`config.mk`:
```
export PLATFORM = sky130hd
export DESIGN_NAME = freq_meter_bcd_flat
export DESIGN_NICKNAME = d
export VERILOG_FILES = /design/src/rtl/freq_meter_bcd_pkg.sv /design/src/rtl/freq_meter_bcd_if.sv /design/src/rtl/freq_meter_bcd_bin2bcd_seq.sv /design/src/rtl/freq_meter_bcd.sv /design/src/flat_wrapper.sv
export SDC_FILE = /design/constraint.sdc
export NUM_CORES = 1
export LEC_CHECK = 0
export ABC_AREA = 1
export BUFFER_PORTS_ARGS = -buffer_cell sky130_fd_sc_hd__buf_4
export CAP_MARGIN = 20
export CORE_ASPECT_RATIO = 1.75
export CORE_MARGIN = 2
export CORE_UTILIZATION = 30
export DETAILED_ROUTE_END_ITERATION = 7
export PLACE_DENSITY = 0.5
export SETUP_SLACK_MARGIN = 0.2
export SYNTH_ARGS = -nofsm -noshare
export SYNTH_HDL_FRONTEND = slang
export SYNTH_SLANG_ARGS = --single-unit
```
`constraint.sdc`:
```
create_clock -name clk_50 -period 3.6 [get_ports clk_50]
set_input_delay 0.18 -clock clk_50 [delete_from_list [all_inputs] [get_ports clk_50]]
set_output_delay 0.18 -clock clk_50 [all_outputs]
set_load 0.05 [all_outputs]
```
`src/rtl/freq_meter_bcd_pkg.sv`:
```
// Shared constants, conversion state encoding and the double-dabble nibble adjust
// used by the frequency meter and its BCD converter.
package freq_meter_pkg;

  localparam int BCD_DIGITS = 4;
  localparam int BCD_W      = 4 * BCD_DIGITS;
  localparam int CNT_W      = 14;

  localparam logic [CNT_W-1:0] SAT_VALUE = 14'd9999;
  localparam logic [BCD_W-1:0] BCD_SAT   = 16'h9999;

  typedef enum logic [1:0] {
    IDLE  = 2'd0,
    SHIFT = 2'd1,
    DONE  = 2'd2
  } conv_state_t;

  // Add 3 to every nibble >= 5 so the following left shift carries into the next digit.
  function automatic logic [BCD_W-1:0] dabble_adjust(input logic [BCD_W-1:0] s);
    logic [BCD_W-1:0] r;
    r = s;
    for (int d = 0; d < BCD_DIGITS; d++) begin
      if (s[4*d +: 4] >= 4'd5) r[4*d +: 4] = s[4*d +: 4] + 4'd3;
    end
    return r;
  endfunction

endpackage

```
`src/rtl/freq_meter_bcd_if.sv`:
```
// Measured-signal input and result bus of the frequency meter.
interface freq_meter_bcd_if;
  import freq_meter_pkg::*;

  logic             sig_in;
  logic [BCD_W-1:0] bcd;
  logic             valid;
  logic             ovf;
  logic             busy;

  modport master (output sig_in, input bcd, input valid, input ovf, input busy);
  modport slave  (input sig_in, output bcd, output valid, output ovf, output busy);
endinterface

```
`src/rtl/freq_meter_bcd_bin2bcd_seq.sv`:
```
// Sequential double-dabble converter: one bit per cycle, CNT_W shift cycles per result.
//  state | meaning
//  IDLE  | waiting for start; start loads bin and clears the scratch
//  SHIFT | CNT_W adjust-and-shift cycles, busy=1
//  DONE  | scratch holds the BCD result, done=1 for one cycle
module bin2bcd_seq
  import freq_meter_pkg::*;
(
  input  logic             clk_50,
  input  logic             rst,
  input  logic             start,
  input  logic [CNT_W-1:0] bin,
  output logic             busy,
  output logic             done,
  output logic [BCD_W-1:0] bcd
);

  localparam int SC_W = $clog2(CNT_W);

  conv_state_t             r_state;
  conv_state_t             w_next;
  logic [BCD_W-1:0]        r_scratch;
  logic [CNT_W-1:0]        r_bin;
  logic [SC_W-1:0]         r_shift_cnt;
  logic [BCD_W+CNT_W-1:0]  w_shifted;

  assign w_shifted = {dabble_adjust(r_scratch), r_bin} << 1;
  assign bcd       = r_scratch;

  always_ff @(posedge clk_50) begin
    if (rst) begin
      r_state     <= IDLE;
      r_scratch   <= '0;
      r_bin       <= '0;
      r_shift_cnt <= '0;
    end else begin
      r_state <= w_next;
      if (r_state == IDLE && start) begin
        r_bin       <= bin;
        r_scratch   <= '0;
        r_shift_cnt <= SC_W'(CNT_W - 1);
      end else if (r_state == SHIFT) begin
        r_scratch   <= w_shifted[BCD_W+CNT_W-1:CNT_W];
        r_bin       <= w_shifted[CNT_W-1:0];
        r_shift_cnt <= r_shift_cnt - SC_W'(1);
      end
    end
  end

  always_comb begin
    w_next = r_state;
    busy   = 1'b0;
    done   = 1'b0;
    case (r_state)
      IDLE:    if (start) w_next = SHIFT;
      SHIFT: begin
        busy = 1'b1;
        if (r_shift_cnt == '0) w_next = DONE;
      end
      DONE: begin
        done   = 1'b1;
        w_next = IDLE;
      end
      default: w_next = IDLE;
    endcase
  end

endmodule

```
`src/rtl/freq_meter_bcd.sv`:
```
// Gate-window edge counter for sig_in; each window's count is converted to packed BCD
// while the next window is already counting.
module freq_meter_bcd
  import freq_meter_pkg::*;
#(
  parameter int unsigned GATE_CYCLES = 50_000_000
) (
  input logic             clk_50,
  input logic             rst,
  freq_meter_bcd_if.slave bus
);

  localparam int               GATE_W    = $clog2(GATE_CYCLES);
  localparam logic [GATE_W-1:0] GATE_LAST = GATE_W'(GATE_CYCLES - 1);

  logic             r_sync1, r_sync2, r_sync3;
  logic [GATE_W-1:0] r_gate_cnt;
  logic [CNT_W-1:0] r_edge_cnt;
  logic             r_sat;
  logic             r_snap_sat;
  logic [BCD_W-1:0] r_bcd;
  logic             r_ovf;

  logic             w_edge, w_term, w_cnt_at_sat;
  logic [CNT_W-1:0] w_snap_cnt;
  logic             w_snap_sat;
  logic             w_conv_busy, w_conv_done, w_conv_idle, w_start;
  logic [BCD_W-1:0] w_conv_bcd, w_result;

  assign w_edge       = r_sync2 & ~r_sync3;
  assign w_term       = (r_gate_cnt == '0);
  assign w_cnt_at_sat = (r_edge_cnt == SAT_VALUE);
  // An edge in the terminal cycle still belongs to the closing window.
  assign w_snap_cnt   = (w_edge && !w_cnt_at_sat) ? r_edge_cnt + CNT_W'(1) : r_edge_cnt;
  assign w_snap_sat   = r_sat | (w_edge & w_cnt_at_sat);
  assign w_conv_idle  = ~w_conv_busy & ~w_conv_done;
  assign w_start      = w_term & w_conv_idle;
  assign w_result     = r_snap_sat ? BCD_SAT : w_conv_bcd;

  bin2bcd_seq u_bin2bcd (
    .clk_50 (clk_50),
    .rst    (rst),
    .start  (w_start),
    .bin    (w_snap_cnt),
    .busy   (w_conv_busy),
    .done   (w_conv_done),
    .bcd    (w_conv_bcd)
  );

  always_ff @(posedge clk_50) begin
    if (rst) begin
      r_sync1    <= 1'b0;
      r_sync2    <= 1'b0;
      r_sync3    <= 1'b0;
      r_gate_cnt <= GATE_LAST;
      r_edge_cnt <= '0;
      r_sat      <= 1'b0;
      r_snap_sat <= 1'b0;
      r_bcd      <= '0;
      r_ovf      <= 1'b0;
    end else begin
      r_sync1    <= bus.sig_in;
      r_sync2    <= r_sync1;
      r_sync3    <= r_sync2;
      r_gate_cnt <= w_term ? GATE_LAST : r_gate_cnt - GATE_W'(1);
      if (w_term) begin
        r_edge_cnt <= '0;
        r_sat      <= 1'b0;
      end else if (w_edge) begin
        if (w_cnt_at_sat) r_sat <= 1'b1;
        else              r_edge_cnt <= r_edge_cnt + CNT_W'(1);
      end
      if (w_start) r_snap_sat <= w_snap_sat;
      if (w_conv_done) begin
        r_bcd <= w_result;
        r_ovf <= r_snap_sat;
      end
    end
  end

  // The result is visible during the valid cycle itself, then held in r_bcd/r_ovf.
  assign bus.bcd   = w_conv_done ? w_result : r_bcd;
  assign bus.ovf   = w_conv_done ? r_snap_sat : r_ovf;
  assign bus.valid = w_conv_done;
  assign bus.busy  = w_conv_busy;

  // A window closing while a conversion is still running would lose its snapshot.
  a_term_in_idle: assert property (@(posedge clk_50) disable iff (rst) w_term |-> w_conv_idle);

endmodule

```
`src/flat_wrapper.sv`:
```
// flat-port wrapper written by rule: the top's interface ports become plain ports
module freq_meter_bcd_flat import freq_meter_pkg::*;
#(
  parameter int unsigned GATE_CYCLES = 50_000_000
)
  (clk_50, rst, bus_sig_in, bus_bcd, bus_valid, bus_ovf, bus_busy);
  freq_meter_bcd_if bus_i ();
  input logic clk_50;
  input logic rst;
  input wire logic [$bits(bus_i.sig_in)-1:0] bus_sig_in;
  output wire logic [$bits(bus_i.bcd)-1:0] bus_bcd;
  output wire logic [$bits(bus_i.valid)-1:0] bus_valid;
  output wire logic [$bits(bus_i.ovf)-1:0] bus_ovf;
  output wire logic [$bits(bus_i.busy)-1:0] bus_busy;
  assign bus_i.sig_in = bus_sig_in;
  assign bus_bcd = bus_i.bcd;
  assign bus_valid = bus_i.valid;
  assign bus_ovf = bus_i.ovf;
  assign bus_busy = bus_i.busy;
  freq_meter_bcd #(.GATE_CYCLES(GATE_CYCLES)) u_core (.clk_50(clk_50), .rst(rst), .bus(bus_i));
endmodule
```
==> flow_results.xml <==
<?xml version="1.0" encoding="UTF-8"?>
<metrics>
  <group name="floorplan">
    <metric name="start_util" unit="%">30.7</metric>
    <metric name="floorplan.core_area" unit="sq mm">0.0160</metric>
    <metric name="die_outline_width" unit="um">101</metric>
    <metric name="die_h" unit="um">173</metric>
    <metric name="row_count" unit="">61</metric>
    <metric name="fp.dieArea" unit="sq mm">0.0174</metric>
    <metric name="io_pins" unit="">22</metric>
  </group>
  <group name="synth">
    <metric name="mappedNetlistArea" unit="sq mm">0.00489</metric>
    <metric name="postSynthCellCount" unit="">703</metric>
    <metric name="ys_seq_elements" unit="">98</metric>
    <metric name="synth_most_common_cell" unit="">nand2_1</metric>
    <metric name="netlist.top_cell.by_area" unit="">dfxtp_1</metric>
    <metric name="synth_top_cells_by_area" unit="">dfxtp_1 40%, nand2_1 12%, inv_1 8.4%, nor2_1 7.3%, nand3_1 4.8%</metric>
    <metric name="postSynth.asyncResetShare" unit="%">0</metric>
    <metric name="synth_seq_area_share" unit="%">40.1</metric>
    <metric name="syn_avg_cell_area" unit="sq um">6.96</metric>
    <metric name="mappedNetlistNets" unit="">721</metric>
    <metric name="count_of_flip_flops_with_a_built_in_enable_after_synthesis" unit="">0</metric>
    <metric name="ys_warns" unit="">0</metric>
    <metric name="synthDistinctLibCells" unit="">42</metric>
    <metric name="synth.cells.most_frequent" unit="">152 x nand2_1, 110 x inv_1, 98 x dfxtp_1</metric>
    <metric name="synth_flop_cell" unit="">dfxtp_1</metric>
    <metric name="share_of_yosys_cell_area_claimed_by_the_top_area_cell_type" unit="%">40.1</metric>
  </group>
  <group name="pwr">
    <metric name="power.share.clock" unit="%">41.6</metric>
    <metric name="switching_share_of_power" unit="%">27.0</metric>
    <metric name="internal-power" unit="uW">1630</metric>
    <metric name="total_power_consumption_of_the_routed_design" unit="uW">2230</metric>
    <metric name="switchingPower" unit="uW">602</metric>
    <metric name="comb_power_share" unit="%">8.9</metric>
    <metric name="cellLeakagePower" unit="uW">0.00246</metric>
    <metric name="vdd_drop_max" unit="mV">0.205</metric>
    <metric name="power-per-cell-area" unit="mW/mm^2">406</metric>
    <metric name="p_seq_share" unit="%">49.5</metric>
  </group>
  <group name="drt">
    <metric name="routedWlPerCell" unit="um">12.1</metric>
    <metric name="detail_route.first_pass.iterations" unit="">5</metric>
    <metric name="routed_via_density" unit="">4.64</metric>
    <metric name="detail_route.wirelength" unit="mm">11.0</metric>
    <metric name="detailroute.via_count" unit="">4232</metric>
    <metric name="drt_iter0_drc" unit="">130</metric>
    <metric name="postRouteAntennaNets" unit="">0</metric>
    <metric name="post-route-drc-count" unit="">0</metric>
  </group>
  <group name="cts">
    <metric name="htree_num_levels" unit="">3</metric>
    <metric name="inserted_clock_buffers" unit="">9</metric>
    <metric name="cts_tree" unit="">done</metric>
    <metric name="holdBufCountCts" unit="">0</metric>
    <metric name="root_buffer" unit="">clkbuf_16</metric>
    <metric name="clock_sinks" unit="">98</metric>
    <metric name="ctsResizeCount" unit="">0</metric>
    <metric name="cts_setup_buffers" unit="">0</metric>
    <metric name="clkTransAtPathRegs" unit="ns">0.07</metric>
    <metric name="cts-root-to-sink-buffers" unit="">2</metric>
    <metric name="worstSkewPairLatency" unit="ns">0.34</metric>
  </group>
  <group name="critical_path">
    <metric name="r2r_start" unit="">u_core.u_bin2bcd.r_state[0]</metric>
    <metric name="timing.critical_path.from_type" unit="">flip-flop</metric>
    <metric name="critPathMaxStageDelay" unit="ns">0.58</metric>
    <metric name="critical_path.most_common_cell" unit="">inv_1</metric>
    <metric name="critPathArrivalTime" unit="ns">2.63</metric>
    <metric name="cp.required" unit="ns">3.42</metric>
    <metric name="cpLargestDelayFamily" unit="">buffers and inverters</metric>
    <metric name="worstPathCellList" unit="">inv_1 -&gt; ha_1 -&gt; buf_4 -&gt; inv_1 -&gt; nor2_1 -&gt; inv_1 -&gt; o22ai_1 -&gt; buf_4</metric>
    <metric name="endpoint_kind" unit="">output port</metric>
    <metric name="slowest_stage" unit="">nor2_1</metric>
    <metric name="critPathKind" unit="">flip-flop to output port</metric>
    <metric name="critical_path.max_fanout" unit="">18</metric>
    <metric name="timing.critical_path.buf_inv" unit="">5</metric>
    <metric name="worst_setup_path_startpoint" unit="">u_core.u_bin2bcd.r_state[0]</metric>
  </group>
  <group name="global_route">
    <metric name="pin_count_of_the_biggest_net_entering_global_routing" unit="">34</metric>
    <metric name="grt_first_pass_wirelength" unit="mm">19.0</metric>
    <metric name="globalRouteOverflowTotal" unit="">0</metric>
    <metric name="grt_util_all_layers" unit="%">13.4</metric>
    <metric name="grt.met3_usage" unit="%">2.26</metric>
    <metric name="groute.layer.met2.usage" unit="%">25.4</metric>
    <metric name="first_global_vias" unit="">4162</metric>
    <metric name="met1_usage_in_global_routing" unit="%">14.5</metric>
    <metric name="grt_antenna_before_repair" unit="">0</metric>
    <metric name="global_route.peak_usage_layer" unit="">met2</metric>
  </group>
  <group name="outcome">
    <metric name="outcome" unit="">finished, final reports clean</metric>
  </group>
  <group name="flow_run">
    <metric name="maxCapViolCount" unit="">0</metric>
  </group>
  <group name="final_layout">
    <metric name="fin_util" unit="%">34.5</metric>
    <metric name="area_growth_syn_to_layout" unit="%">12.5</metric>
    <metric name="final_nets" unit="">737</metric>
    <metric name="insertedDiodeCount" unit="">0</metric>
    <metric name="post_route_cells_drive_above_1_share" unit="%">9.39</metric>
  </group>
  <group name="sta">
    <metric name="maxSlewHeadroom" unit="%">50.5</metric>
    <metric name="setup_viol_count_final" unit="">0</metric>
    <metric name="whs" unit="ns">0.0326</metric>
    <metric name="finalCritPeriodShare" unit="%">77.9</metric>
    <metric name="timing_worst_slew_pin_value" unit="ns">0.740</metric>
    <metric name="grt_setup_unrepaired" unit="">no</metric>
    <metric name="max_freq" unit="MHz">356</metric>
    <metric name="report.final.slew_viol_count" unit="">0</metric>
    <metric name="layout_setup_ws" unit="ns">0.794</metric>
    <metric name="final-hold-violation-count" unit="">0</metric>
    <metric name="totalNegativeSetupSlack" unit="ns">0</metric>
    <metric name="final_critical_path_time_including_i_o_delays_and_setup" unit="ns">2.81</metric>
    <metric name="final.setup_skew" unit="ns">0.00641</metric>
  </group>
  <group name="placement">
    <metric name="placement.setup.worst_slack" unit="ns">1.15</metric>
    <metric name="detailed_place_hpwl" unit="mm">8.04</metric>
    <metric name="globalplace.congestion" unit="">0.796</metric>
    <metric name="numPortBuffers" unit="">21</metric>
  </group>
  <group name="min_path">
    <metric name="timing.hold.worst.class" unit="">input port to flip-flop</metric>
    <metric name="timing.hold.worst.start" unit="">bus_sig_in</metric>
  </group>
</metrics>
==> tightest hold or removal path: stages <==
cell    delay (ns)
buf_4         0.08
inv_1         0.03
nor2_1        0.06
==> layout make-up <==
cell class / count / area, sq um
Fill cell: 1745 / 10500
Multi-Input combinational cell: 472 / 2410
Sequential cell: 98 / 1960
Inverter: 112 / 420
Tap cell: 189 / 236
Clock buffer: 10 / 229
Timing Repair Buffer: 26 / 195
Clock inverter: 6 / 50.0
==> path summary, 6_finish.rpt <==
check / endpoint / slack, ns / cells after the start
setup / recovery: bus_bcd[6] / 0.79 / 8
hold / removal: u_core.r_sync1 / 0.03 / 3
setup reg to reg: u_core.r_bcd[6] / 1.37 / 9
hold reg to reg: u_core.r_gate_cnt[0] / 0.40 / 1
==> layer usage <==
| layer | vias to the layer above | routed length [um] | part of all wire, % |
|---|---|---|---|
| met5 | - | 0 | 0 |
| met4 | 0 | 211 | 1.9 |
| met3 | 12 | 228 | 2.1 |
| met2 | 42 | 5900 | 53 |
| met1 | 1950 | 4700 | 43 |
| li1 | 2228 | - | - |
==> kinds of logic (layout without fill, tap and decap cells) <==
family / after synthesis / count (layout) / share of synthesized area [%]
flip-flops: 98 / 98 / 40.1
XOR/XNOR: 21 / 21 / 3.76
multiplexers: 1 / 1 / 0.205
AND/OR/NAND/NOR: 337 / 337 / 30.3
AO/OA/AOI/OAI: 98 / 98 / 11.1
adder cells (fa/ha/maj): 15 / 15 / 3.84
buffers and inverters: 133 / 154 / 10.6
==> through the flow <==
stage / area [sq um] / std cells
final: 5500 / 913
after global routing: 5500 / 913
after CTS: 5500 / 913
after detailed placement: 5220 / 897
after global placement: 5220 / 897
after floorplan: 4890 / 703
==> power groups by stage <==
stage | sequential (uW) | clock (uW) | combinational (uW)
4_1_cts | 1100 | 973 | 205
6_report | 1110 | 928 | 199
3_3_place_gp | 1130 | 0 | 202
5_1_grt | 1110 | 1020 | 219
3_5_place_dp | 1130 | 0 | 204
2_1_floorplan | 1130 | 0 | 144
==> placed cells by master (no fill, tap or decap), types with 2 or more instances in the layout <==
| cell type | instances |
|---|---|
| a211oi_1 | 5 |
| inv_1 | 110 |
| dfxtp_1 | 98 |
| nor3_1 | 2 |
| nand2_2 | 10 |
| nand3b_1 | 2 |
| o22ai_1 | 8 |
| o21ai_0 | 27 |
| xnor2_1 | 5 |
| nor2_8 | 2 |
| nor2_1 | 95 |
| a21oi_1 | 45 |
| nor2_2 | 5 |
| nand2_1 | 152 |
| ha_1 | 15 |
| nand3_1 | 47 |
| inv_2 | 2 |
| inv_6 | 2 |
| xor2_1 | 16 |
| clkbuf_16 | 9 |
| and2_1 | 9 |
| a22oi_1 | 3 |
| o21bai_1 | 2 |
| or2_2 | 2 |
| nand4_1 | 6 |
| buf_4 | 26 |
==> state kept, by name, indices dropped and copies added, names as in the netlist <==
signal	flops
u_core.r_gate_cnt	26
u_core.r_sync3	1
u_core.u_bin2bcd.bcd	16
u_core.u_bin2bcd.r_shift_cnt	4
u_core.u_bin2bcd.r_state	2
u_core.r_sat	1
u_core.r_edge_cnt	14
u_core.r_ovf	1
u_core.r_sync2	1
u_core.r_bcd	16
u_core.u_bin2bcd.r_bin	14
u_core.r_snap_sat	1
u_core.r_sync1	1
(Power assumes the default switching activity.)
